$ cat config.mk
export PLATFORM = sky130hd
export DESIGN_NAME = fifo_wptr_full
export DESIGN_NICKNAME = d
export VERILOG_FILES = /design/src/rtl/fifo_pkg.sv /design/src/rtl/sync_2ff.sv /design/src/rtl/fifo_wptr_full.sv
export SDC_FILE = /design/constraint.sdc
export NUM_CORES = 1
export LEC_CHECK = 0
export ABC_AREA = 1
export CORE_ASPECT_RATIO = 1.25
export CORE_MARGIN = 5
export CORE_UTILIZATION = 53
export DETAILED_ROUTE_END_ITERATION = 10
export PLACE_DENSITY = 0.88
export SYNTH_ARGS = -nofsm -noshare
export SYNTH_HDL_FRONTEND = slang
export SYNTH_HIERARCHICAL = 1
export SYNTH_SLANG_ARGS = --single-unit
$ cat constraint.sdc
create_clock -name clk -period 4.4 [get_ports clk]
set_input_delay 0.88 -clock clk [delete_from_list [all_inputs] [get_ports clk]]
set_output_delay 0.88 -clock clk [all_outputs]
set_load 0.1 [all_outputs]
$ cat src/rtl/fifo_pkg.sv
// Shared definitions for the asynchronous FIFO pointer blocks.
// Gray/binary helpers work on a wide word; callers zero-extend and truncate.
package fifo_pkg;

  localparam int ADDR_SIZE_DEF = 4;
  localparam int PTR_MAX = 32;

  typedef logic [PTR_MAX-1:0] ptr_max_t;

  function automatic ptr_max_t bin2gray(input ptr_max_t b);
    return (b >> 1) ^ b;
  endfunction

  // Leading zeros from zero-extension leave the low bits unaffected.
  function automatic ptr_max_t gray2bin(input ptr_max_t g);
    ptr_max_t b;
    b = '0;
    for (int i = 0; i < PTR_MAX; i++) begin
      b = b ^ (g >> i);
    end
    return b;
  endfunction

endpackage

$ cat src/rtl/sync_2ff.sv
// Two-stage synchroniser for a Gray-coded pointer crossing into clk.
module sync_2ff #(
  parameter int WIDTH = 1
) (
  input  logic             clk,
  input  logic             rst,
  input  logic [WIDTH-1:0] d,
  output logic [WIDTH-1:0] q
);

  logic [WIDTH-1:0] meta_reg;
  logic [WIDTH-1:0] sync_reg;

  always_ff @(posedge clk) begin
    if (rst) begin
      meta_reg <= '0;
      sync_reg <= '0;
    end else begin
      meta_reg <= d;
      sync_reg <= meta_reg;
    end
  end

  assign q = sync_reg;

endmodule

$ cat src/rtl/fifo_wptr_full.sv
// Write-side pointer, full/almost-full flags and conservative level for the async FIFO.
// Freed slots are credited only once the read pointer emerges from the synchroniser.
import fifo_pkg::*;

module fifo_wptr_full #(
  parameter int ADDR_SIZE    = ADDR_SIZE_DEF,
  parameter int AFULL_THRESH = 12
) (
  input  logic                 clk,
  input  logic                 rst,
  input  logic                 wr_req,
  input  logic [ADDR_SIZE:0]   rd_ptr_gray,
  output logic                 wr_en,
  output logic [ADDR_SIZE-1:0] wr_addr,
  output logic                 wr_full,
  output logic                 wr_almost_full,
  output logic [ADDR_SIZE:0]   wr_level,
  output logic [ADDR_SIZE:0]   wr_ptr_gray,
  output logic                 wr_overflow
);

  localparam int PW = ADDR_SIZE + 1;
  localparam logic [PW-1:0] AFULL_LVL = PW'(AFULL_THRESH);

  logic [PW-1:0] wbin_reg, wbin_next;
  logic [PW-1:0] wgray_reg, wgray_next;
  logic [PW-1:0] level_reg, level_next;
  logic [PW-1:0] rq2, rbin_s, full_cmp;
  logic          full_reg, full_next;
  logic          afull_reg, afull_next;
  logic          ovf_reg, ovf_next;

  sync_2ff #(.WIDTH(PW)) u_rptr_sync (
    .clk (clk),
    .rst (rst),
    .d   (rd_ptr_gray),
    .q   (rq2)
  );

  // Judged against the registered flag, so a same-cycle read never rescues a write.
  assign wr_en = wr_req & ~full_reg & ~rst;

  always_comb begin
    wbin_next  = wbin_reg + PW'(wr_en);
    wgray_next = PW'(bin2gray(ptr_max_t'(wbin_next)));
    rbin_s     = PW'(gray2bin(ptr_max_t'(rq2)));
    // Full when the write pointer is exactly one lap ahead: top two Gray bits inverted.
    full_cmp   = {~rq2[PW-1:PW-2], rq2[PW-3:0]};
    full_next  = (wgray_next == full_cmp);
    level_next = wbin_next - rbin_s;
    afull_next = (level_next >= AFULL_LVL);
    ovf_next   = ovf_reg | (wr_req & full_reg);
  end

  always_ff @(posedge clk) begin
    if (rst) begin
      wbin_reg  <= '0;
      wgray_reg <= '0;
      level_reg <= '0;
      full_reg  <= 1'b0;
      afull_reg <= 1'b0;
      ovf_reg   <= 1'b0;
    end else begin
      wbin_reg  <= wbin_next;
      wgray_reg <= wgray_next;
      level_reg <= level_next;
      full_reg  <= full_next;
      afull_reg <= afull_next;
      ovf_reg   <= ovf_next;
    end
  end

  assign wr_addr        = wbin_reg[ADDR_SIZE-1:0];
  assign wr_full        = full_reg;
  assign wr_almost_full = afull_reg;
  assign wr_level       = level_reg;
  assign wr_ptr_gray    = wgray_reg;
  assign wr_overflow    = ovf_reg;

endmodule

# After elaboration in Yosys (flattened, before gate mapping)
# Index checks and enable logic that the tools add are counted.
# word_totals
ff_bits,28
output_inout_bits,18
# classes
addsub,2
magnitude_cmp,1
n_eq_ne,1
bitwise,12
# ops
operator,count
$add 5x1->5,1
$eq 5x5->1,1
$ge 5x4->1 const B,1
$sub 5x5->5,1
$xor 4x5->5,1
$xor 5x1->5,1
$xor 5x2->5,1
$xor 5x3->5,1
$xor 5x4->5,1
$and 1x1->1,3
$not 1->1,2
$not 2->2,1
$or 1x1->1,1

# Longest topological paths before layout
# depth
ltp_word,6
depth_mapped,17
mapped_depth_nobuf,17

# Cells and area by module
# The synthesis kept the hierarchy.
# by_module_without_submodules
mod,n_inst,cells_per_inst,area_each_um2,seq_area_each_um2
fifo_wptr_full,1,131,963.4,340.3
sync_2ff,1,31,286.5,200.2

# Worst setup path after synthesis
# No wires, ideal clock.
# synth_timing
path_type,input port to flip-flop
from,input rst
to,register afull_reg (netlist: wr_almost_full)
setup_time_ns,0.114
t_arrival_ns,3.909
required_time_ns,4.286
path_slack_ns,0.377
path_stages,12
n_path_buf,0
cell_sequence,inv_1 nand2_1 nor2_1 ha_1 nand3_2 xor2_2 inv_1 ha_1 a21oi_1 nand3_1 nand3_2 nand2_1
# synth_between
elab_chain_len,5
# synth_rtl
element,line_no,source
from (decl),fifo_wptr_full.sv:10,"input logic rst,"
$not 1->1,fifo_wptr_full.sv:41,assign wr_en = wr_req & ~full_reg & ~rst;
$and 1x1->1,fifo_wptr_full.sv:41,
net wr_en,fifo_wptr_full.sv:13,"output logic wr_en,"
$add 5x1->5,fifo_wptr_full.sv:44,wbin_next = wbin_reg + PW'(wr_en);
net wbin_next[3],fifo_wptr_full.sv:25,"logic [PW-1:0] wbin_reg, wbin_next;"
$sub 5x5->5,fifo_wptr_full.sv:50,level_next = wbin_next - rbin_s;
$ge 5x4->1,fifo_wptr_full.sv:51,afull_next = (level_next >= AFULL_LVL);
to (signal assigned),fifo_wptr_full.sv:68,afull_reg <= afull_next;
to (decl),fifo_wptr_full.sv:30,"logic afull_reg, afull_next;"
# The timed path passes the listed nets, and every way through them passes these cells.
# A chain may end at the register's enable or synchronous reset.

# Final worst setup path
# layout_timing
from,input rst
to,register afull_reg (netlist: wr_almost_full)
# layout_between
elab_chain_len,5
# layout_rtl
element,line_no
$not 1->1,fifo_wptr_full.sv:41
$and 1x1->1,fifo_wptr_full.sv:41
$add 5x1->5,fifo_wptr_full.sv:44
net wbin_next[1],fifo_wptr_full.sv:25
$sub 5x5->5,fifo_wptr_full.sv:50
$ge 5x4->1,fifo_wptr_full.sv:51
# The timed path passes the listed nets, and every way through them passes these cells.

==> run summary <==
Number of DRC markers in iteration 0 - 13
Critical path's most frequent cell - nand2_1
Synth unique cells - 18
Syn nets - 176
Drt first pass iters - 4
Min Tclk post-route - 3.255 ns
Critical Path RT - 4.64 ns
Finish-stage setup viols - 0
Via density per instance - 4.756
Detailed Place HPWL - 1898 um
Post-Syn Instances - 162
IO Count - 26
CTS buffer count - 3
Largest net degree at the start of global routing - 26
N_diodes - 0
Die Height - 64.30 um
Per-cell routed wire length - 10.77 um
Full die area - 3436 um2
Critical Path Max Stage Delay - 0.46 ns
Async SR Flop Fraction - 0%
Slowest CP cell - clkdlybuf4s50_1
Layout cells sized above 1 - 10.53%
Placer congestion estimate - 0.8262
Arrival time of the worst setup path - 3.50 ns
Peak VDD IR - 0.0003080 V
Flip-flop and latch area - 540.5 um2
Area of the multi-input gates - 578.1 um2
Later-pin clock latency in the skew report - 0.33 ns
Clock buffer depth - 2
Clock Pin Slew Worst Setup and Hold Paths - 0.14 ns
Clock Skew - 0.006722 ns
Mapped cell area - 1250 um2
Post-DRT Antenna Nets - 0
Vias - 1051
Nets - 205
H-tree depth - 1
RSZ-0062 raised after global routing - false
Worst Path Buf+Inv - 6
Num rows - 19
Worst Setup End Kind - register
DIE WIDTH - 53.44 um
Initial cell density of the core - 55.94%
Top cell type's share of synthesized area - 43.24%
Max Cap Violations - 0
Crit path max-delay family - buffers and inverters
Status - finished, final reports clean
Worst Setup Start Kind - input pin
WS Path Type - in -> reg
CTS tree - yes
Fillers - 208
Clk sinks - 27
Placeable Area - 2235 um2
Setup TNS - 0 ns
Crit-path max FO - 25
Synth Flop Type - dfxtp_1
Largest cells by area after synthesis - dfxtp_1 (43%), nand2_1 (9.0%), inv_1 (8.7%)
Register area share after synthesis - 43.24%
Layout area overhead - 24.42%
Max Slew Vio Count - 0
GRT Resource Usage Total - 15.98%
Vias in the first global route - 1015
Cts hold-fix bufs - 0
Slew Limit Headroom - 34.70%
Layout Cells excl Fill - 221
Most frequent cells after synthesis - nand2_1 (30), inv_1 (29), nor2_1 (28)
GRT overflow - 0
Post CTS Setup Buffer Count - 0
Final worst path period share - 73.97%
Worst path cell trace - clkdlybuf4s50_1 -> buf_4 -> inv_1 -> nand2_1 -> nor2_1 -> ha_1 -> ha_1 -> inv_1 -> nand3_1 -> nand2_1 -> inv_1 -> ha_1 -> inv_1 -> nand2_1 -> nand3_1 -> nand2_1 -> nand4_1 -> nand2_1
Area leader, netlist - dfxtp_1
Endpoints failing hold - 0
Antenna violations before repair - 0
Leak pwr - 0.7642 nW
DRC Markers - 0
Post-placement cell count - 217
Total routed wirelength - 2380 um
Post-synth EDFFs - 0
Synth Area per Inst - 7.716 um2
Worst slew pin tran - 0.9764 ns
Achievable Freq - 0.3072 GHz
Synthesis Warnings - 6
PostCTS Resize Cnt - 0
Most common cell in the netlist - nand2_1
Tightest Hold Check Type - reg -> reg
Clk Tree Root Cell - clkbuf_4
First-pass GRT wire length - 4071 um
Synth Register Bits - 27
I/O Buffers - 25
PwrDens - 366.6 nW/um2
==> final timing paths <==
kind              slack [ns]                    start               end  depth (start not counted)
setup / recovery        1.15                      rst    wr_almost_full                         18
hold / removal          0.41  u_rptr_sync/meta_reg[2]  u_rptr_sync/q[2]                          2
setup reg to reg        2.25                  wr_full    wr_almost_full                         10
hold reg to reg         0.41  u_rptr_sync/meta_reg[2]  u_rptr_sync/q[2]                          2
==> power by group <==
part / internal, W / leakage, nW / total [W] / switching (W)
logic: 0.0000518 / 0.527 / 0.000194 / 0.000142
registers: 0.000261 / 0.222 / 0.000267 / 0.00000646
clock network: 0.0000356 / 0.0150 / 0.000109 / 0.0000733
total: 0.000348 / 0.764 / 0.000570 / 0.000222
==> layout by cell type, fill, tap and decap left out <==
cell / n
a21oi_1: 3
buf_4: 2
clkbuf_1: 1
clkbuf_4: 3
clkdlybuf4s50_1: 24
dfxtp_1: 27
ha_1: 6
inv_1: 29
inv_2: 2
nand2_1: 30
nand2_2: 7
nand3_1: 10
nand3_2: 3
nand3b_1: 1
nand4_1: 1
nor2_1: 28
nor3_1: 1
xnor2_1: 3
xor2_1: 6
xor2_2: 3
==> cell families (layout without fill, tap and decap cells) <==
kind of cell,count (synthesis),count (layout),share of synthesized area (%)
flip-flops,27,27,43.24
buffers and inverters,33,61,10.51
adder cells (fa/ha/maj),6,6,6.006
AO/OA/AOI/OAI,3,3,1.201
AND/OR/NAND/NOR,81,81,28.83
XOR/XNOR,12,12,10.21
==> stage by stage <==
step           util [%]   power, W  cell area, um2  setup slack (ns)  hold slack, ns
2_1_floorplan         -  0.0004239            1250            0.3773          0.3883
3_3_place_gp      68.42  0.0004633            1529            0.8871          0.3899
3_5_place_dp      68.42  0.0004674            1529            0.8056          0.3948
4_1_cts           69.60  0.0005732            1555             1.151          0.4157
5_1_grt           69.60  0.0006002            1555            0.9258          0.4373
6_report          69.60  0.0005702            1555             1.145          0.4097
==> area by class of cell <==
cell class,instances,area share [%]
Sequential cell,27,34.75
Inverter,31,7.482
Tap cell,31,2.494
Timing Repair Buffer,26,16.41
Clock buffer,4,1.689
Multi-Input combinational cell,102,37.17
==> metal layers <==
layer | global-route usage [%] | wire [um] | vias up
met5 | 0 | 0 | -
met4 | 9.904 | 59 | 0
met3 | 2.791 | 98 | 4
met2 | 28.83 | 1260 | 24
met1 | 16.19 | 962 | 488
li1 | - | - | 535
==> worst reg2reg max path, delay by kind of cell, from the launching register on <==
kind / cells / cell delay (ns)
xor gates and xnor gates: 1 / 0.30
AOI/OAI and AO/OA: 1 / 0.21
adders and majority gates: 2 / 0.59
buffers and inverters: 1 / 0.10
and+or+nand+nor: 5 / 0.52
DFF: 1 / 0.35
No activity file was read; power rests on OpenSTA's default activity.
